$ cat src/rtl/hwpe_ctrl_uloop_stream.sv
// Nested-loop offset generator for HWPE streamers.
// Walks NB_LOOPS nested counters, keeps one accumulator set per loop level and
// pushes each iteration tuple (offsets, indices, wrap flags, last) into a small
// prefetch FIFO that is drained through a valid/ready stream port.
module hwpe_ctrl_uloop_stream #(
    parameter int unsigned NB_LOOPS   = 3,
    parameter int unsigned NB_REG     = 4,
    parameter int unsigned REG_WIDTH  = 32,
    parameter int unsigned CNT_WIDTH  = 16,
    parameter int unsigned FIFO_DEPTH = 4
) (
    input  logic                                clk_i,
    input  logic                                rst_ni,
    input  logic                                test_mode_i,
    input  logic                                clear_i,
    input  logic                                start_i,
    input  logic [NB_LOOPS*CNT_WIDTH-1:0]       range_i,
    input  logic [NB_LOOPS*NB_REG*REG_WIDTH-1:0] stride_i,
    input  logic [NB_REG*REG_WIDTH-1:0]         base_i,
    output logic                                out_valid_o,
    input  logic                                out_ready_i,
    output logic [NB_REG*REG_WIDTH-1:0]         out_offs_o,
    output logic [NB_LOOPS*CNT_WIDTH-1:0]       out_idx_o,
    output logic [NB_LOOPS-1:0]                 out_wrap_o,
    output logic                                out_last_o,
    output logic                                busy_o,
    output logic                                done_o
);

    localparam int unsigned OFFS_W  = NB_REG * REG_WIDTH;
    localparam int unsigned IDX_W   = NB_LOOPS * CNT_WIDTH;
    localparam int unsigned ENTRY_W = OFFS_W + IDX_W + NB_LOOPS + 1;
    localparam int unsigned PTR_W   = (FIFO_DEPTH > 1) ? $clog2(FIFO_DEPTH) : 1;
    localparam int unsigned CNT_W   = PTR_W + 1;

    typedef enum logic [1:0] {
        ST_IDLE  = 2'd0,
        ST_RUN   = 2'd1,
        ST_DRAIN = 2'd2
    } state_e;

    // control / loop state
    state_e                 state_q;
    logic                   done_q;
    logic [CNT_WIDTH-1:0]   range_m1_q [NB_LOOPS];
    logic [REG_WIDTH-1:0]   stride_q   [NB_LOOPS][NB_REG];
    logic [REG_WIDTH-1:0]   acc_q      [NB_LOOPS][NB_REG];
    logic [CNT_WIDTH-1:0]   idx_q      [NB_LOOPS];
    logic [NB_LOOPS-1:0]    wrap_q;

    // prefetch FIFO
    logic [ENTRY_W-1:0]     mem_q [FIFO_DEPTH];
    logic [PTR_W-1:0]       wr_ptr_q;
    logic [PTR_W-1:0]       rd_ptr_q;
    logic [CNT_W-1:0]       cnt_q;

    // combinational helpers
    logic                   found_s;
    logic                   last_s;
    logic [NB_LOOPS-1:0]    sel_s;
    logic [NB_LOOPS-1:0]    below_s;
    logic [REG_WIDTH-1:0]   step_acc_s [NB_REG];
    logic [OFFS_W-1:0]      offs_flat_s;
    logic [IDX_W-1:0]       idx_flat_s;
    logic [ENTRY_W-1:0]     entry_s;
    logic [ENTRY_W-1:0]     head_s;
    logic                   push_s;
    logic                   pop_s;
    logic                   unused_test_mode_s;

    assign unused_test_mode_s = test_mode_i;

    // Pick the stepping loop k (one-hot sel_s) and the loops below it that reset.
    always_comb begin
        found_s = 1'b0;
        sel_s   = {NB_LOOPS{1'b0}};
        below_s = {NB_LOOPS{1'b0}};
        for (int l = 0; l < NB_LOOPS; l++) begin
            if (!found_s) begin
                if (idx_q[l] < range_m1_q[l]) begin
                    sel_s[l] = 1'b1;
                    found_s  = 1'b1;
                end else begin
                    below_s[l] = 1'b1;
                end
            end else begin
                below_s[l] = 1'b0;
            end
        end
        last_s = ~found_s;
    end

    // New accumulator value of the stepping loop, shared with all inner loops.
    always_comb begin
        for (int r = 0; r < NB_REG; r++) begin
            step_acc_s[r] = {REG_WIDTH{1'b0}};
            for (int l = 0; l < NB_LOOPS; l++) begin
                if (sel_s[l]) begin
                    step_acc_s[r] = acc_q[l][r] + stride_q[l][r];
                end else begin
                    step_acc_s[r] = step_acc_s[r];
                end
            end
        end
    end

    // Flatten the current tuple into one FIFO entry.
    always_comb begin
        for (int r = 0; r < NB_REG; r++) begin
            offs_flat_s[r*REG_WIDTH +: REG_WIDTH] = acc_q[0][r];
        end
        for (int l = 0; l < NB_LOOPS; l++) begin
            idx_flat_s[l*CNT_WIDTH +: CNT_WIDTH] = idx_q[l];
        end
        entry_s = {last_s, wrap_q, idx_flat_s, offs_flat_s};
    end

    // Fullness is judged on the registered count only, so a same-cycle pop never frees a slot.
    assign push_s      = (state_q == ST_RUN) && (cnt_q != CNT_W'(FIFO_DEPTH));
    assign out_valid_o = (cnt_q != {CNT_W{1'b0}});
    assign pop_s       = out_valid_o & out_ready_i;
    assign head_s      = mem_q[rd_ptr_q];

    assign out_offs_o = head_s[OFFS_W-1:0];
    assign out_idx_o  = head_s[OFFS_W +: IDX_W];
    assign out_wrap_o = head_s[OFFS_W+IDX_W +: NB_LOOPS];
    assign out_last_o = head_s[ENTRY_W-1];
    assign busy_o     = (state_q != ST_IDLE);
    assign done_o     = done_q;

    // Controller FSM together with the loop counters and accumulators it steers.
    always_ff @(posedge clk_i or negedge rst_ni) begin
        if (!rst_ni) begin
            state_q <= ST_IDLE;
            done_q  <= 1'b0;
            wrap_q  <= {NB_LOOPS{1'b0}};
            for (int l = 0; l < NB_LOOPS; l++) begin
                range_m1_q[l] <= {CNT_WIDTH{1'b0}};
                idx_q[l]      <= {CNT_WIDTH{1'b0}};
                for (int r = 0; r < NB_REG; r++) begin
                    stride_q[l][r] <= {REG_WIDTH{1'b0}};
                    acc_q[l][r]    <= {REG_WIDTH{1'b0}};
                end
            end
        end else if (clear_i) begin
            state_q <= ST_IDLE;
            done_q  <= 1'b0;
            wrap_q  <= {NB_LOOPS{1'b0}};
            for (int l = 0; l < NB_LOOPS; l++) begin
                range_m1_q[l] <= {CNT_WIDTH{1'b0}};
                idx_q[l]      <= {CNT_WIDTH{1'b0}};
                for (int r = 0; r < NB_REG; r++) begin
                    stride_q[l][r] <= {REG_WIDTH{1'b0}};
                    acc_q[l][r]    <= {REG_WIDTH{1'b0}};
                end
            end
        end else begin
            done_q <= 1'b0;
            case (state_q)
                ST_IDLE: begin
                    if (start_i) begin
                        state_q <= ST_RUN;
                        wrap_q  <= {NB_LOOPS{1'b0}};
                        for (int l = 0; l < NB_LOOPS; l++) begin
                            // a zero range behaves like a single iteration
                            if (range_i[l*CNT_WIDTH +: CNT_WIDTH] == {CNT_WIDTH{1'b0}}) begin
                                range_m1_q[l] <= {CNT_WIDTH{1'b0}};
                            end else begin
                                range_m1_q[l] <= range_i[l*CNT_WIDTH +: CNT_WIDTH] - CNT_WIDTH'(1);
                            end
                            idx_q[l] <= {CNT_WIDTH{1'b0}};
                            for (int r = 0; r < NB_REG; r++) begin
                                stride_q[l][r] <= stride_i[(l*NB_REG+r)*REG_WIDTH +: REG_WIDTH];
                                acc_q[l][r]    <= base_i[r*REG_WIDTH +: REG_WIDTH];
                            end
                        end
                    end else begin
                        state_q <= ST_IDLE;
                    end
                end
                ST_RUN: begin
                    if (push_s && last_s) begin
                        state_q <= ST_DRAIN;
                    end else if (push_s) begin
                        for (int l = 0; l < NB_LOOPS; l++) begin
                            if (sel_s[l]) begin
                                idx_q[l]  <= idx_q[l] + CNT_WIDTH'(1);
                                wrap_q[l] <= 1'b1;
                                for (int r = 0; r < NB_REG; r++) begin
                                    acc_q[l][r] <= step_acc_s[r];
                                end
                            end else if (below_s[l]) begin
                                idx_q[l]  <= {CNT_WIDTH{1'b0}};
                                wrap_q[l] <= 1'b1;
                                for (int r = 0; r < NB_REG; r++) begin
                                    acc_q[l][r] <= step_acc_s[r];
                                end
                            end else begin
                                wrap_q[l] <= 1'b0;
                            end
                        end
                    end else begin
                        state_q <= ST_RUN;
                    end
                end
                ST_DRAIN: begin
                    // the last tuple is always the final FIFO entry
                    if (pop_s && head_s[ENTRY_W-1]) begin
                        state_q <= ST_IDLE;
                        done_q  <= 1'b1;
                    end else begin
                        state_q <= ST_DRAIN;
                    end
                end
                default: begin
                    state_q <= ST_IDLE;
                end
            endcase
        end
    end

    // Prefetch FIFO storage, pointers and occupancy.
    always_ff @(posedge clk_i or negedge rst_ni) begin
        if (!rst_ni) begin
            wr_ptr_q <= {PTR_W{1'b0}};
            rd_ptr_q <= {PTR_W{1'b0}};
            cnt_q    <= {CNT_W{1'b0}};
            for (int i = 0; i < FIFO_DEPTH; i++) begin
                mem_q[i] <= {ENTRY_W{1'b0}};
            end
        end else if (clear_i) begin
            wr_ptr_q <= {PTR_W{1'b0}};
            rd_ptr_q <= {PTR_W{1'b0}};
            cnt_q    <= {CNT_W{1'b0}};
            for (int i = 0; i < FIFO_DEPTH; i++) begin
                mem_q[i] <= {ENTRY_W{1'b0}};
            end
        end else begin
            if (push_s) begin
                mem_q[wr_ptr_q] <= entry_s;
                wr_ptr_q        <= wr_ptr_q + PTR_W'(1);
            end else begin
                wr_ptr_q <= wr_ptr_q;
            end
            if (pop_s) begin
                rd_ptr_q <= rd_ptr_q + PTR_W'(1);
            end else begin
                rd_ptr_q <= rd_ptr_q;
            end
            case ({push_s, pop_s})
                2'b10:   cnt_q <= cnt_q + CNT_W'(1);
                2'b01:   cnt_q <= cnt_q - CNT_W'(1);
                default: cnt_q <= cnt_q;
            endcase
        end
    end

endmodule

$ cat config.mk
export PLATFORM = sky130hd
export DESIGN_NAME = hwpe_ctrl_uloop_stream
export DESIGN_NICKNAME = d
export VERILOG_FILES = /design/src/rtl/hwpe_ctrl_uloop_stream.sv
export SDC_FILE = /design/constraint.sdc
export NUM_CORES = 2
export LEC_CHECK = 0
export BUFFER_PORTS_ARGS = -buffer_cell sky130_fd_sc_hd__buf_2
export CORE_ASPECT_RATIO = 1.25
export CORE_MARGIN = 8
export CORE_UTILIZATION = 40
export DETAILED_ROUTE_END_ITERATION = 12
export PLACE_DENSITY = 0.54
export REMOVE_ABC_BUFFERS = 1
export SETUP_SLACK_MARGIN = 0.2
export SYNTH_ARGS = -nofsm -noshare
export SYNTH_HDL_FRONTEND = slang
export SYNTH_SLANG_ARGS = --single-unit
$ cat constraint.sdc
create_clock -name clk_i -period 4.3 [get_ports clk_i]
set_input_delay 0 -clock clk_i [delete_from_list [all_inputs] [get_ports clk_i]]
set_output_delay 0 -clock clk_i [all_outputs]
set_load 0.01 [all_outputs]
==> metrics.txt <==
outcome finished clean; Yosys cell types 96; clock slew seen by the registers of the worst setup and hold paths about 60 ps; Synth Flop Type dfrtp_1; TritonCTS sink count between 1,500 and 2,000; vias in the first global route between 70,000 and 80,000; Initial DRC Count ~6,300; Area Overhead vs Synth 28.78%; static leakage power between 50 and 60 nW; synthesized flop and latch total 1,597; Nets about 11,000; part of the power in combinational logic around 25%; largest net degree at the start of global routing 128; initial antenna violation count 37; setup ws final about 310 ps; number of CTS-inserted buffers 174; syn avg cell area ~11 µm²; die height approximately 530 µm; Metal-1 WL between 100,000 and 150,000 µm; dpl ws about 200 ps; Seq/Total Area, Yosys 47.13%; Power Density about 400 nW/µm²; total global routing track utilization between 20% and 30%; Initial Util roughly 40%; crit path launch type register; most frequent cell after synthesis dfrtp_1; first-pass GRT wire length between 500,000 and 600,000 µm; GP Congestion 0.9541; setup TNS 0 ps; die width about 430 µm; Routed WL per cell 27.95 µm; DRT Pass-1 Iters 7; CP required ~5000 ps; sw frac around 33%; Routed WL around 350,000 µm; Layout Cells excl Fill between 10,000 and 15,000; DR vias 75,150; DRC violations left 0; CTS Buffer Depth 3; max-cap violation count 0; worst hold path depth 3; met2 routed WL ~160,000 µm; TritonCTS clock tree done; num ports around 750; Worst slew margin 20.08%; top-area cell type share of the netlist area 47.13%; Gate Count Post-Synth approximately 7,900; Hold Vio Cnt, Final 0; P_int ~0.03 W; Psw around 0.015 W; worst-path maximum fanout 6; Clk network pwr share between 30 and 40%; total power draw approximately 0.045 W; H-tree Lvls 4; Final period util between 90% and 100%; ratio of cells with drive above 1 in the final layout 15.88%; min-delay worst type in -> reg; core box area about 210,000 µm²; EDFF count, synth 0; Worst-Margin Slew 1191 ps; Reg power frac 39.1%; max-slew violation count 0; asr flop ratio synth between 90% and 100%; # port buffers 747; Clock Skews around 46 ps; Area contributors post-synth dfrtp_1 (47%), a22o_1 (11%), ha_1 (6.3%); Worst Path Arrival about 4700 ps; crit path time final roughly 4000 ps; Root Buffer clkbuf_16; post-synthesis instance area 84,790 µm²; final setup fails 0; Synth Warn # 0; top cells by count, synth dfrtp_1 (1,597), a22o_1 (1,100), nand2_1 (729), o21ai_0 (555), a21oi_1 (443); worst vdd ir approximately 0.00045 V; post-synth top area cell dfrtp_1; Die Area ~230,000 µm²; grt total ovfl 0; unrepaired setup endpoints after global routing no; R2R cell count 11; HPWL Detailed approximately 240,000 µm; critical path capture point type register; metal3 WL around 22,000 µm; Highest Clock Rate roughly 250 MHz; placed cells roughly 11,000; Worst-Skew Late Latency around 850 ps; Worst R2R Setup Slack between 300 and 400 ps; critical path class reg -> reg; Max Used Layer met5; Final ANT Viol Nets 0; via density per instance roughly 6.0; Placement Rows around 190
[final timing paths]
path                                         from                       end
setup / recovery           acc_q[355]$_DFFE_PN0P_    acc_q[255]$_DFFE_PN0P_
hold / removal                      stride_i[309]  stride_q[85]$_DFFE_PN0P_
setup reg to reg           acc_q[355]$_DFFE_PN0P_    acc_q[255]$_DFFE_PN0P_
hold reg to reg             acc_q[68]$_DFFE_PN0P_     acc_q[68]$_DFFE_PN0P_
max in group asynchronous                  rst_ni    mem_q[100]$_DFFE_PN0P_
min in group asynchronous                  rst_ni    mem_q[696]$_DFFE_PN0P_
[kinds of logic after synthesis]
kind of cell / after synthesis / synth area share (%)
XOR/XNOR: 383 / 3.956
flip-flops: 1597 / 47.13
AND/OR/NAND/NOR: 1549 / 8.272
adder cells (fa/ha/maj): 441 / 6.623
multiplexers: 203 / 5.073
AO/OA/AOI/OAI: 3036 / 25.76
buffers and inverters: 686 / 3.180
[critical path: stages (launching register included)]
cell and delay [ps]:
dfrtp_1 450, ha_1 390, o21ai_0 110, o21bai_1 510, o2111ai_1 310, o2111ai_1 310
nand4_1 230, a21oi_1 440, xnor2_1 130, a2111oi_0 500, o21ai_1 190, mux2_2 300
[area by class of cell]
class | instances | area, µm²
well taps | 2769 | 3465
clock buffers | 242 | 4982
flip-flops and latches | 1597 | 39970
inverters | 158 | 594.3
diodes | 36 | 90.09
multi-input cells | 5612 | 42420
repair buffers | 1996 | 16550
clock inverters | 81 | 1120
fillers | 18680 | 102200
[cells in the final DEF, fill, tap and decap left out, drive strengths merged, types with 38 or more instances in the layout]
| cell type | n |
|---|---|
| a211oi | 68 |
| a21o | 164 |
| a21oi | 444 |
| a22o | 1100 |
| a22oi | 38 |
| a31oi | 59 |
| and3 | 66 |
| buf | 964 |
| clkbuf | 242 |
| clkinv | 43 |
| dfrtp | 1597 |
| dlygate4sd3 | 1032 |
| ha | 428 |
| inv | 167 |
| mux4 | 180 |
| nand2 | 732 |
| nand2b | 44 |
| nand3 | 87 |
| nand4 | 54 |
| nor2 | 325 |
| nor2b | 45 |
| nor3 | 77 |
| o211ai | 57 |
| o21a | 53 |
| o21ai | 591 |
| o21bai | 45 |
| o22ai | 77 |
| o31ai | 79 |
| xnor2 | 205 |
| xor2 | 178 |
[per-layer routing]
metal	up-vias	GRT usage (%)
met5	-	0
met4	6	15.29
met3	706	5.279
met2	2999	48.71
met1	38150	38.19
li1	33290	-
[state kept, by name (all words and copies together) (netlist names)]
name and count:
mem_q 720, acc_q 384, stride_q 384, entry_s 48, range_m1_q 48, cnt_q 3, wrap_q 3, rd_ptr_q 2
state_q 2, wr_ptr_q 2, done_o 1
[through the flow]
stage / hold slack (ps) / util (%) / area, µm²
after floorplan: -295.6 / - / 82690
after global placement: 70.11 / 43.78 / 92550
after detailed placement: 70.32 / 43.78 / 92550
after CTS: 0.9008 / 51.56 / 109000
after global routing: 22.06 / 51.63 / 109100
final: 60.10 / 51.65 / 109200
[power by group through the flow]
stage          Combinational [W]  Clock [W]  Sequential [W]
2_1_floorplan            0.00646          0          0.0175
3_3_place_gp              0.0102          0          0.0177
3_5_place_dp              0.0102          0          0.0178
4_1_cts                   0.0110     0.0164          0.0175
5_1_grt                   0.0120     0.0170          0.0177
6_report                  0.0111     0.0161          0.0175
[repair_timing]
item                        CTS  global route
resized for setup             0            13
setup buffers                 0             4
hold endpoints to repair   1993             0
hold buffers               1033             0
setup endpoints to repair     0            88
(Power assumes the default switching activity.)
